==> src/rtl/mmio_store_if.sv <==
// mmio_store_if: dual-lane (EVEN/ODD) data-memory store port of the
// superscalar pipeline.
//   master : the pipeline, which drives the strobes, addresses and data
//   slave  : a snooping consumer such as mmio_store_monitor
// EVEN carries the older instruction of the pair and ODD the younger one.
interface mmio_store_if;
  logic        memwriteEVEN;
  logic [31:0] dataadrEVEN;
  logic [31:0] writedataEVEN;
  logic        memwriteODD;
  logic [31:0] dataadrODD;
  logic [31:0] writedataODD;

  modport master (
    output memwriteEVEN, dataadrEVEN, writedataEVEN,
    output memwriteODD,  dataadrODD,  writedataODD
  );

  modport slave (
    input memwriteEVEN, dataadrEVEN, writedataEVEN,
    input memwriteODD,  dataadrODD,  writedataODD
  );
endinterface

==> src/rtl/mmio_store_monitor.sv <==
// mmio_store_monitor: snoops both store lanes every clock and decodes
// stores that fall in the memory-mapped I/O page (dataadr[31:16] == IO_PAGE).
//   offset 0x00 : LED register write  (ledr <= writedata[15:0]; ODD wins)
//   offset 0x04 : display FIFO push   (EVEN enqueued before ODD)
// A display sequencer pops each queued word and holds it on disp for
// HOLD_CYCLES clocks.
// Ports:
//   clk, reset (asynchronous, active-low), st (store port, slave side),
//   ack_ovf (clears sticky overflow), ledr, disp, disp_valid,
//   fifo_count (occupancy), overflow (sticky: a push was dropped).
module mmio_store_monitor #(
  parameter logic [15:0] IO_PAGE     = 16'hFFFF,
  parameter int          DEPTH       = 8,
  parameter int          HOLD_CYCLES = 4
) (
  input  logic                     clk,
  input  logic                     reset,
  mmio_store_if.slave              st,
  input  logic                     ack_ovf,
  output logic [15:0]              ledr,
  output logic [15:0]              disp,
  output logic                     disp_valid,
  output logic [$clog2(DEPTH):0]   fifo_count,
  output logic                     overflow
);

  localparam int PW = $clog2(DEPTH);
  localparam int CW = PW + 1;
  localparam int TW = (HOLD_CYCLES > 1) ? $clog2(HOLD_CYCLES) : 1;
  localparam logic [TW-1:0] TIMER_RELOAD = TW'(HOLD_CYCLES - 1);
  localparam logic [CW-1:0] DEPTH_C      = CW'(DEPTH);

  typedef enum logic {IDLE, HOLD} state_t;

  state_t        state, state_next;
  logic [TW-1:0] timer, timer_next;
  logic          pop;

  logic [15:0]   mem [DEPTH];
  logic [PW-1:0] wr_ptr, rd_ptr;

  logic hit_even, hit_odd;
  logic led_even, led_odd, push_even, push_odd;
  logic acc_even, acc_odd, drop;
  logic [CW-1:0] free;

  // Address bits below the word offset and above the 8-bit offset field
  // take no part in decode; only the low half of the data is stored.
  logic unused_bits;
  assign unused_bits = ^{st.dataadrEVEN[15:8], st.dataadrEVEN[1:0],
                         st.dataadrODD[15:8],  st.dataadrODD[1:0],
                         st.writedataEVEN[31:16], st.writedataODD[31:16]};

  assign hit_even  = st.memwriteEVEN && (st.dataadrEVEN[31:16] == IO_PAGE);
  assign hit_odd   = st.memwriteODD  && (st.dataadrODD[31:16]  == IO_PAGE);
  assign led_even  = hit_even && (st.dataadrEVEN[7:2] == 6'd0);
  assign led_odd   = hit_odd  && (st.dataadrODD[7:2]  == 6'd0);
  assign push_even = hit_even && (st.dataadrEVEN[7:2] == 6'd1);
  assign push_odd  = hit_odd  && (st.dataadrODD[7:2]  == 6'd1);

  // A pop this cycle frees its slot for the same edge's pushes. EVEN takes
  // the first free slot; ODD needs one more beyond whatever EVEN took.
  assign free     = DEPTH_C - fifo_count + {{(CW-1){1'b0}}, pop};
  assign acc_even = push_even && (free != '0);
  assign acc_odd  = push_odd  && (free > {{(CW-1){1'b0}}, acc_even});
  assign drop     = (push_even && !acc_even) || (push_odd && !acc_odd);

  // Sequencer decides from the registered occupancy, so a word pushed at
  // an edge is never popped at that same edge.
  always_comb begin
    state_next = state;
    timer_next = timer;
    pop        = 1'b0;
    case (state)
      IDLE: begin
        if (fifo_count != '0) begin
          pop        = 1'b1;
          timer_next = TIMER_RELOAD;
          state_next = HOLD;
        end
      end
      HOLD: begin
        if (timer != '0) begin
          timer_next = timer - TW'(1);
        end else if (fifo_count != '0) begin
          pop        = 1'b1;
          timer_next = TIMER_RELOAD;
        end else begin
          state_next = IDLE;
        end
      end
      default: state_next = IDLE;
    endcase
  end

  always_ff @(posedge clk or negedge reset) begin
    if (!reset) begin
      state      <= IDLE;
      timer      <= '0;
      ledr       <= '0;
      disp       <= '0;
      disp_valid <= 1'b0;
      fifo_count <= '0;
      overflow   <= 1'b0;
      wr_ptr     <= '0;
      rd_ptr     <= '0;
    end else begin
      state      <= state_next;
      timer      <= timer_next;
      disp_valid <= (state_next == HOLD);
      if (pop) begin
        disp   <= mem[rd_ptr];
        rd_ptr <= rd_ptr + PW'(1);
      end
      if (led_odd)       ledr <= st.writedataODD[15:0];
      else if (led_even) ledr <= st.writedataEVEN[15:0];
      wr_ptr     <= wr_ptr + PW'(acc_even) + PW'(acc_odd);
      fifo_count <= fifo_count + CW'(acc_even) + CW'(acc_odd) - CW'(pop);
      if (drop)         overflow <= 1'b1;
      else if (ack_ovf) overflow <= 1'b0;
    end
  end

  // Storage array has no reset; pointers and count define its contents.
  always_ff @(posedge clk) begin
    if (reset && acc_even) mem[wr_ptr] <= st.writedataEVEN[15:0];
    if (reset && acc_odd)  mem[wr_ptr + PW'(acc_even)] <= st.writedataODD[15:0];
  end

endmodule

==> src/flat_wrapper.sv <==
// flat-port wrapper written by rule: the top's interface ports become plain ports
module mmio_store_monitor_flat 
#(
  parameter logic [15:0] IO_PAGE     = 16'hFFFF,
  parameter int          DEPTH       = 8,
  parameter int          HOLD_CYCLES = 4
)
  (clk, reset, ack_ovf, ledr, disp, disp_valid, fifo_count, overflow, st_memwriteEVEN, st_dataadrEVEN, st_writedataEVEN, st_memwriteODD, st_dataadrODD, st_writedataODD);
  mmio_store_if st_i ();
  input  logic clk;
  input  logic reset;
  input  logic ack_ovf;
  output logic [15:0] ledr;
  output logic [15:0] disp;
  output logic disp_valid;
  output logic [$clog2(DEPTH):0] fifo_count;
  output logic overflow;
  input wire logic [$bits(st_i.memwriteEVEN)-1:0] st_memwriteEVEN;
  input wire logic [$bits(st_i.dataadrEVEN)-1:0] st_dataadrEVEN;
  input wire logic [$bits(st_i.writedataEVEN)-1:0] st_writedataEVEN;
  input wire logic [$bits(st_i.memwriteODD)-1:0] st_memwriteODD;
  input wire logic [$bits(st_i.dataadrODD)-1:0] st_dataadrODD;
  input wire logic [$bits(st_i.writedataODD)-1:0] st_writedataODD;
  assign st_i.memwriteEVEN = st_memwriteEVEN;
  assign st_i.dataadrEVEN = st_dataadrEVEN;
  assign st_i.writedataEVEN = st_writedataEVEN;
  assign st_i.memwriteODD = st_memwriteODD;
  assign st_i.dataadrODD = st_dataadrODD;
  assign st_i.writedataODD = st_writedataODD;
  mmio_store_monitor #(.IO_PAGE(IO_PAGE), .DEPTH(DEPTH), .HOLD_CYCLES(HOLD_CYCLES)) u_core (.clk(clk), .reset(reset), .st(st_i), .ack_ovf(ack_ovf), .ledr(ledr), .disp(disp), .disp_valid(disp_valid), .fifo_count(fifo_count), .overflow(overflow));
endmodule
==> config.mk <==
export PLATFORM = sky130hd
export DESIGN_NAME = mmio_store_monitor_flat
export DESIGN_NICKNAME = d
export VERILOG_FILES = /design/src/rtl/mmio_store_if.sv /design/src/rtl/mmio_store_monitor.sv /design/src/flat_wrapper.sv
export SDC_FILE = /design/constraint.sdc
export NUM_CORES = 1
export LEC_CHECK = 0
export BUFFER_PORTS_ARGS = -buffer_cell sky130_fd_sc_hd__buf_2
export CORE_MARGIN = 2
export CORE_UTILIZATION = 50
export DETAILED_ROUTE_END_ITERATION = 6
export GPL_TIMING_DRIVEN = 0
export PLACE_DENSITY = 0.84
export SETUP_SLACK_MARGIN = 0.15
export SLEW_MARGIN = 0
export SYNTH_ARGS = -nofsm -noshare
export SYNTH_HDL_FRONTEND = slang
export SYNTH_SLANG_ARGS = --single-unit
==> constraint.sdc <==
create_clock -name clk -period 4.6 [get_ports clk]
set_clock_uncertainty 0.1 [all_clocks]
set_input_delay 0.23 -clock clk [delete_from_list [all_inputs] [get_ports clk]]
set_output_delay 0.23 -clock clk [all_outputs]
set_load 0.05 [all_outputs]
==> impl_metrics.csv, run 1 <==
group,metric,value,unit
synth,synth_cell_types,44,
critical_path,reg2reg_from,"u_core.timer[0]",
finish,drive_above_1_share,47.9,%
finish,multi_input_area,3710,µm²
detailed_routing,drt-vias-per-instance,6.25,
detailed_routing,dr.first_iter.drc_count,742,
grt,grt_pass1_wl,34.9,mm
grt,antenna_found_initial,0,
floorplan,die_area,18800,µm²
timing,fin_crit,4410,ps
power,irDropWorstVdd,0.000250,V
synth,syn_avg_cell_area,15.0,µm²
min_path,hold_end,"u_core.ledr[2]",
synth,syn_area,8850,µm²
place,dp_cells,930,
finish,stdcell_count,981,
clocking,cts_root_buffer,"clkbuf_16",
place,port_buffers,102,
timing,fmax,227,MHz
critical_path,worstPathArrival,4450,ps
clocking,cts_tree,"built",
critical_path,end_kind,"flip-flop",
clocking,cts_max_level,4,
job,cap_viol_max_count,0,
power,p_leak,4.29,nW
grt,grt_max_degree,53,
floorplan,die_w,137,µm
critical_path,critPathLaunchType,"flip-flop",
critical_path,critical_path.max_fanout,10,
finish,final.fill_count,1203,
timing,maxSlewHeadroom,26.0,%
clocking,clk_latency,440,ps
critical_path,r2r_cells,17,
timing,report.final.slew_viol_count,0,
detailed_routing,num_vias,6136,
finish,mostFrequentLayoutCells,"mux2_2 (129), edfxtp_1 (128), buf_2 (107)",
synth,synth_edf_count,128,
finish,final_common_cell,"mux2_2",
floorplan,ioPinCount,171,
synth,synth_fp_nets,736,
critical_path,timing.rr.end,"u_core.mem[7][11]",
synth,synth-seq-area-share,56.4,%
synth,synth_ff_type,"edfxtp_1",
clocking,cts_buffers,17,
critical_path,crit_type,"reg -> reg",
timing,fin_hold_ws,80.3,ps
floorplan,initial_utilization,51.2,%
floorplan,rows,48,
synth,synth_seq_cells,174,
grt,grt_pass1_vias,6224,
detailed_routing,drt-total-wl,24.6,mm
timing,grt_setup_unrepaired,"no",
synth,synth_warnings,0,
finish,seq_area,4990,µm²
detailed_routing,firstDrtPassIters,6,
finish,nets,889,
timing,hold_violations,0,
detailed_routing,route.detailed.wl_per_inst,25.1,µm
clocking,clk_pin_slew_worst_paths,60,ps
floorplan,fp.coreArea,17300,µm²
grt,grt_util_all_layers,25.4,%
min_path,hold_depth,3,
critical_path,rrSetupSlack,190,ps
detailed_routing,ant_nets,0,
place,dpl.hpwl,15.5,mm
synth,synthCells,590,
finish,num_antenna_cells,0,
status,status,"finished clean",
clocking,clock_sinks,174,
clocking,cts_buffer_depth,2,
synth,synthArstFlopShare,26.4,%
min_path,hold_path.class,"in -> reg",
detailed_routing,route.detailed.drc,0,
finish,area_growth,20.6,%
timing,setup_viol,0,
min_path,min_from,"st_writedataEVEN[2]",
place,routabilityCongestion,0.806,
power,power_density,472,nW/µm²
floorplan,die_h,137,µm
critical_path,worstPathRequired,4640,ps
timing,post-route-period-util,95.8,%
timing,tightest_slew,1100,ps
grt,grt_overflow,0,
-- flip-flops by register name (all words and copies together), names as in the netlist --
signal and count:
u_core.disp 16, u_core.disp_valid 1, u_core.fifo_count 4, u_core.ledr 16, u_core.mem 128, u_core.overflow 1
u_core.rd_ptr 3, u_core.timer 2, u_core.wr_ptr 3
-- per-layer routing --
metal  global-route usage [%]  vias to the layer above  routed length [µm]
met5                        0                        -                   0
met4                     11.5                        0                1030
met3                     6.26                       94                2020
met2                     42.2                      395               12600
met1                     31.6                     3066                9040
li1                         -                     2581                   -
-- where the power goes --
part           internal [mW]  leakage, nW  switching, mW
clock                  0.769        0.259          0.590
combinational          0.664         2.29           1.14
sequential              1.81         1.74         0.0679
total                   3.24         4.29           1.80
-- stage by stage --
| stage | total power, mW | utilization, % | TNS (ps) | instance area (µm²) | worst slack, ps |
|---|---|---|---|---|---|
| global placement | 3.55 | 55.8 | -90240 | 9650 | -1070 |
| finish | 5.04 | 61.7 | 0 | 10700 | 194 |
| CTS | 4.98 | 60.5 | 0 | 10500 | 109 |
| global route | 5.22 | 61.7 | 0 | 10700 | 59.6 |
| detailed placement | 3.62 | 56.8 | -2440 | 9830 | -107 |
| floorplan | 3.15 | - | 0 | 8850 | 221 |
-- synthesized netlist by cell type, drive strengths merged (2+ instances only) --
master,number,share of area (%)
a21oi,20,1.1
and4,2,0.20
buf,34,2.4
clkbuf,12,0.51
dfrtp,46,13
edfxtp,128,43
fa,2,0.45
ha,11,1.6
inv,13,0.55
mux2,129,16
mux2i,32,3.6
mux4,32,8.1
nand2,24,1.0
nand3,12,1.1
nand4,7,0.49
nand4b,5,0.49
nor2,24,1.0
nor3,6,0.47
o21ai,20,1.1
o41ai,6,0.68
xnor2,7,0.69
xor2,2,0.20
-- how the worst max path moves through the flow --
stage / start / endpoint / slack, ps / cells after the start
2_1_floorplan: u_core.disp_valid / u_core.mem[0][0] / 220 / 15
3_3_place_gp: u_core.timer[0] / u_core.mem[6][4] / -1070 / 8
4_1_cts: u_core.timer[1] / u_core.mem[1][4] / 110 / 17
3_5_place_dp: u_core.timer[0] / u_core.mem[1][2] / -110 / 17
5_1_grt: u_core.timer[0] / u_core.mem[2][11] / 60 / 16
6_report: u_core.timer[0] / u_core.mem[7][11] / 190 / 17
-- cells by family (layout without fill, tap and decap cells) --
| logic type | count (synthesis) | count (layout) | share of synthesized area, % |
|---|---|---|---|
| compound gates | 54 | 54 | 3.63 |
| xor+xnor | 9 | 9 | 0.890 |
| fa+ha+maj | 13 | 13 | 2.01 |
| buf+inv | 59 | 225 | 3.43 |
| flops | 174 | 174 | 56.4 |
| mux | 193 | 193 | 28.2 |
| simple gates | 88 | 88 | 5.46 |
-- layout make-up --
class                      count  share of cell area [%]
sequential                   174                    46.8
multi-input combinational    357                    34.8
timing repair buffer         134                    7.78
clock buffer                  25                    4.45
tap                          225                    2.64
buffer                        46                    2.50
clock inverter                 7                   0.598
inverter                      13                   0.457
-- repair_timing --
action | 4_1_cts | 5_1_grt
resized for setup | 7 | 15
pin swaps | 6 | 4
hold buffers | 1 | 1
buffers inserted | 5 | 10
endpoints found under the hold margin | 1 | 46
gates cloned | 0 | 2
setup endpoints to repair | 176 | 77
-- critical path, cell delays in order, from the launching register on --
cell	delay, ps
dfrtp_1	420
o211ai_1	270
ha_1	220
xnor2_1	90
a311oi_2	310
nor2b_4	220
a21o_1	180
buf_8	180
inv_1	90
ha_1	210
ha_1	310
xor2_2	280
nand2_1	140
nor2_1	220
nand3_4	210
buf_6	250
o41ai_4	150
buf_6	240
Power figures use the tool's default switching activity.
==> run 2: changes to the inputs <==
--- a/config.mk
+++ b/config.mk
@@ -5,6 +5,7 @@
 export SDC_FILE = /design/constraint.sdc
 export NUM_CORES = 1
 export LEC_CHECK = 0
+export ABC_CLOCK_PERIOD_IN_PS = 5500
 export BUFFER_PORTS_ARGS = -buffer_cell sky130_fd_sc_hd__buf_2
 export CORE_MARGIN = 2
 export CORE_UTILIZATION = 50
==> constraint.sdc (replaced) <==
create_clock -name clk -period 5.5 [get_ports clk]
set_clock_uncertainty 0.1 [all_clocks]
set_input_delay 0.275 -clock clk [delete_from_list [all_inputs] [get_ports clk]]
set_output_delay 0.275 -clock clk [all_outputs]
set_load 0.05 [all_outputs]
==> run 2 against run 1 <==
Final cell count decreased by 1.7%; clock-buffer cell count unchanged; design area shrank 2.6%; hold slack improved by 46 ps; global-route usage down 0.18 points; critical path depth unchanged; maximum frequency decreased by 11%; largest cell class unchanged.
==> impl_metrics.csv, run 2 (synthesis gave the netlist of run 1 again) <==
group,metric,value,unit
detailed_routing,ant_nets,0,
timing,fmax,202,MHz
detailed_routing,firstDrtPassIters,7,
critical_path,worstPathRequired,5530,ps
finish,drive_above_1_share,45.6,%
finish,mostFrequentLayoutCells,"mux2_2 (129), edfxtp_1 (128), buf_2 (107)",
critical_path,critical_path.max_fanout,10,
finish,nets,872,
grt,grt_max_degree,53,
grt,antenna_found_initial,0,
clocking,cts_tree,"built",
power,power_density,398,nW/µm²
status,status,"finished clean",
finish,final_util,60.1,%
detailed_routing,drt-total-wl,22.6,mm
timing,setup_viol,0,
detailed_routing,route.detailed.drc,0,
finish,num_antenna_cells,0,
finish,reg_top3,"u_core.mem x128, u_core.disp x16, u_core.ledr x16",
clocking,postCtsSetupBuffers,0,
floorplan,rows,48,
min_path,hold_path.class,"in -> reg",
critical_path,end_kind,"flip-flop",
job,cap_viol_max_count,0,
detailed_routing,num_vias,5910,
finish,final_common_cell,"mux2_2",
critical_path,crit_type,"reg -> reg",
critical_path,worstPathArrival,4990,ps
clocking,holdBufCountCts,1,
clocking,clock_sinks,174,
finish,final_cell_area,10400,µm²
place,routabilityCongestion,0.806,
timing,setup_tns,0,ps
timing,maxSlewHeadroom,27.0,%
timing,fin_crit,4950,ps
timing,post-route-period-util,90.1,%
timing,grt_setup_unrepaired,"no",
critical_path,critPathLaunchType,"flip-flop",
critical_path,rrSetupSlack,550,ps
clocking,clk_latency,430,ps
critical_path,reg2reg_from,"u_core.timer[0]",
clocking,cts_buffers,17,
clocking,cts_max_level,4,
grt,grt_util_all_layers,25.2,%
floorplan,die_w,137,µm
grt,grt_pass1_vias,6210,
min_path,min_from,"st_writedataODD[1]",
finish,regMostFlops,"u_core.mem",
detailed_routing,drt-vias-per-instance,6.13,
finish,area_growth,17.4,%
critical_path,timing.rr.end,"u_core.mem[1][4]",
floorplan,fp.coreArea,17300,µm²
min_path,hold_end,"u_core.ledr[1]",
floorplan,initial_utilization,51.2,%
place,placed_cell_area,9830,µm²
grt,grt_pass1_wl,34.7,mm
power,irDropWorstVdd,0.000228,V
critical_path,r2r_cells,17,
finish,largest_reg_flops,128,
detailed_routing,route.detailed.wl_per_inst,23.4,µm
clocking,cts.repair.resized,0,
floorplan,die_area,18800,µm²
grt,grt_overflow,0,
power,p_leak,4.14,nW
floorplan,die_h,137,µm
place,port_buffers,102,
timing,tightest_slew,1080,ps
clocking,clk_pin_slew_worst_paths,60,ps
clocking,cts_buffer_depth,2,
timing,hold_violations,0,
place,dpl.hpwl,15.5,mm
floorplan,ioPinCount,171,
min_path,hold_depth,3,
timing,report.final.slew_viol_count,0,
clocking,cts_root_buffer,"clkbuf_16",
detailed_routing,dr.first_iter.drc_count,565,
==> run 2: per-stage QoR <==
stage | setup WS, ps | hold slack (ps) | total power [mW] | cells
after floorplan | 1120 | -121 | 2.64 | 590
after global placement | -168 | 365 | 2.97 | 917
after detailed placement | 793 | 366 | 3.02 | 930
after CTS | 597 | 54.1 | 4.14 | 963
after global routing | 313 | 142 | 4.31 | 964
final | 545 | 126 | 4.14 | 964
==> run 2: per-layer routing <==
metal	vias to the layer above	GRT usage [%]	wire, µm
met3	69	5.89	1670
met5	-	0	0
met4	0	10.9	727
met1	2991	31.6	8610
li1	2546	-	-
met2	304	42.0	11600
==> run 2: how the worst max path moves through the flow <==
stage,startpoint,to,slack (ps)
final,u_core.timer[0],u_core.mem[1][4],550
after global routing,u_core.timer[0],u_core.mem[1][4],310
after CTS,u_core.timer[0],u_core.mem[3][4],600
after detailed placement,u_core.timer[0],u_core.mem[1][2],790
after global placement,u_core.timer[0],u_core.mem[6][4],-170
after floorplan,u_core.disp_valid,u_core.mem[0][0],1120
==> run 2: layout make-up <==
class / count / area, µm²
inverter: 13 / 48.8
tap: 225 / 282
fill: 1259 / 6900
sequential: 174 / 4990
clock buffer: 25 / 475
multi-input combinational: 357 / 3620
clock inverter: 7 / 63.8
timing repair buffer: 117 / 653
buffer: 46 / 255
==> run 2: critical path, cell delays in order (launching register included) <==
cell	delay [ps]
dfrtp_1	430
o211ai_1	390
ha_1	250
xnor2_1	80
a311oi_1	350
nor2b_1	270
a21o_1	230
buf_6	190
inv_1	80
ha_1	200
ha_1	240
xnor2_1	390
nand2_1	170
nor2_1	190
nand3_2	310
buf_6	280
o41ai_2	170
buf_4	330
==> run 2: power breakdown <==
group / total [mW] / switching, mW / internal [mW]
clock: 1.13 / 0.483 / 0.643
combinational: 1.45 / 0.913 / 0.533
sequential: 1.57 / 0.0563 / 1.51
==> run 3: changes to the inputs <==
--- a/config.mk
+++ b/config.mk
@@ -7,10 +7,10 @@
 export LEC_CHECK = 0
 export ABC_CLOCK_PERIOD_IN_PS = 5500
 export BUFFER_PORTS_ARGS = -buffer_cell sky130_fd_sc_hd__buf_2
+export CAP_MARGIN = 20
 export CORE_MARGIN = 2
 export CORE_UTILIZATION = 50
 export DETAILED_ROUTE_END_ITERATION = 6
-export GPL_TIMING_DRIVEN = 0
 export PLACE_DENSITY = 0.84
 export SETUP_SLACK_MARGIN = 0.15
 export SLEW_MARGIN = 0
==> run 3 against run 2 <==
Global-route usage down 1.9 points; sequential share of layout area up 0.46 points; final cell count down 2.2%; first-iteration DRC count down 15%; sequential cell count unchanged; sequential power up 4%; clock-buffer cell count down 5.
==> impl_metrics.csv, run 3 (synthesis gave the netlist of run 1 again) <==
group,metric,value,unit
timing,fin_ws,472,ps
floorplan,initial_utilization,51.2,%
clocking,holdBufCountCts,2,
critical_path,crit_top_cell,"ha_1",
timing,grt_setup_unrepaired,"no",
grt,grt_pass1_vias,5827,
clocking,clk_pin_slew_worst_paths,60,ps
detailed_routing,num_vias,5643,
clocking,postCtsSetupBuffers,0,
critical_path,cp_cell_sequence,"o211ai_1 -> ha_1 -> xnor2_1 -> a311oi_1 -> nor2b_1 -> a21o_1 -> inv_1 -> ha_1 -> or2_2 -> nand3b_1 -> nand3_2 -> o41ai_2 -> buf_4",
detailed_routing,dr.first_iter.drc_count,483,
place,placed_cell_area,9680,µm²
place,routabilityCongestion,0.801,
finish,final.fill_count,1283,
clocking,cts_root_buffer,"clkbuf_16",
detailed_routing,drt-total-wl,20.9,mm
power,irDropWorstVdd,0.000236,V
timing,hold_violations,0,
floorplan,die_h,137,µm
min_path,hold_end,"u_core.ledr[4]",
min_path,hold_path.class,"in -> reg",
clocking,cts_buffers,17,
finish,multi_input_area,3610,µm²
clocking,cts_buffer_depth,2,
clocking,cts_tree,"built",
grt,grt_use_met2,40.5,%
place,port_buffers,118,
grt,grt_overflow,0,
grt,grt_use_met1,28.9,%
finish,reg_top3,"u_core.mem x128, u_core.disp x16, u_core.ledr x16",
critical_path,crit_type,"reg -> reg",
critical_path,reg2reg_from,"u_core.timer[0]",
clocking,cts_max_level,4,
clocking,clk_latency,430,ps
critical_path,rrSetupSlack,470,ps
critical_path,worstPathRequired,5520,ps
detailed_routing,ant_nets,0,
clocking,cts.repair.resized,0,
grt,busiest_layer,"met2",
critical_path,crit_buf_inv,2,
place,pre_cts_ws,609,ps
finish,final_cell_area,10300,µm²
critical_path,end_kind,"flip-flop",
critical_path,critPathLaunchType,"flip-flop",
finish,stdcell_count,943,
timing,fmax,199,MHz
critical_path,worstPathArrival,5050,ps
finish,final_common_cell,"mux2_2",
finish,num_antenna_cells,0,
timing,fin_crit,5030,ps
detailed_routing,firstDrtPassIters,5,
floorplan,ioPinCount,171,
clocking,clock_sinks,174,
finish,area_growth,16.4,%
finish,largest_reg_flops,128,
finish,nets,851,
critical_path,cpPeakStageDelay,680,ps
critical_path,cp_slowest_cell,"nand3_2",
timing,setup_viol,0,
critical_path,critical_path.max_fanout,17,
floorplan,die_area,18800,µm²
power,power_density,403,nW/µm²
timing,tightest_slew,1130,ps
timing,post-route-period-util,91.4,%
grt,grt_max_degree,37,
timing,report.final.slew_viol_count,0,
min_path,min_from,"st_writedataODD[4]",
detailed_routing,drt-vias-per-instance,5.98,
min_path,hold_depth,3,
detailed_routing,route.detailed.drc,0,
finish,seq_area,5000,µm²
grt,grt_util_all_layers,23.3,%
floorplan,rows,48,
timing,maxSlewHeadroom,24.3,%
critical_path,cp_top_family,"simple AND/OR/NAND/NOR gates",
grt,antenna_found_initial,0,
floorplan,die_w,137,µm
grt,met3_usage,3.52,%
finish,mostFrequentLayoutCells,"mux2_2 (129), edfxtp_1 (128), buf_2 (118)",
job,cap_viol_max_count,0,
place,dp_cells,908,
status,status,"finished clean",
place,dpl.hpwl,13.5,mm
timing,setup_tns,0,ps
finish,regMostFlops,"u_core.mem",
critical_path,timing.rr.end,"u_core.mem[1][3]",
critical_path,r2r_cells,13,
floorplan,fp.coreArea,17300,µm²
power,p_leak,4.13,nW
grt,grt_pass1_wl,32.3,mm
finish,drive_above_1_share,48.9,%
detailed_routing,route.detailed.wl_per_inst,22.2,µm
run 3: cell types whose count changed in the layout (fill, tap and decap cells not counted), sizes merged:
| cell | change |
|---|---|
| inv | +2 |
| clkinv | +2 |
| buf | -9 |
| clkbuf | -17 |
| bufinv | +1 |
run 3: tightest hold or removal path, stage by stage:
cell	delay [ps]
buf_2	150
nor2_1	110
a21oi_1	40
run 3: power by group:
part	internal [mW]	switching [mW]	total (mW)
sequential	1.51	0.129	1.64
clock	0.684	0.503	1.19
combinational	0.527	0.793	1.32
total	2.72	1.43	4.15
run 3: worst max path at each step:
stage / to / cells past startpoint / start / slack (ps)
2_1_floorplan: u_core.mem[0][0] / 15 / u_core.disp_valid / 1120
3_3_place_gp: u_core.mem[1][14] / 13 / u_core.timer[0] / 860
3_5_place_dp: u_core.mem[1][0] / 13 / u_core.timer[0] / 610
4_1_cts: u_core.mem[1][3] / 13 / u_core.timer[0] / 540
5_1_grt: u_core.mem[3][3] / 15 / u_core.timer[0] / 220
6_report: u_core.mem[1][3] / 13 / u_core.timer[0] / 470
run 3: layout make-up:
type                            instances  share of cell area [%]
Sequential cell                       174                    48.5
Multi-Input combinational cell        357                    35.0
Timing Repair Buffer                  142                    7.60
Clock buffer                           20                    4.34
Tap cell                              225                    2.73
Clock inverter                         12                    1.34
Inverter                               13                   0.474
run 3: metrics by stage:
step	power [mW]	util, %	hold slack [ps]
3_3_place_gp	2.92	55.9	189
6_report	4.15	59.6	75.9
4_1_cts	4.15	59.5	65.1
5_1_grt	4.32	59.6	77.1
3_5_place_dp	2.97	56.0	207
2_1_floorplan	2.64	-	-121
run 3: metal layers:
metal,part of all wire (%),routed length (µm),up-vias
li1,-,-,2512
met1,39,8090,2840
met2,53,11100,243
met3,5.4,1130,48
met4,3.0,624,0
met5,0,0,-
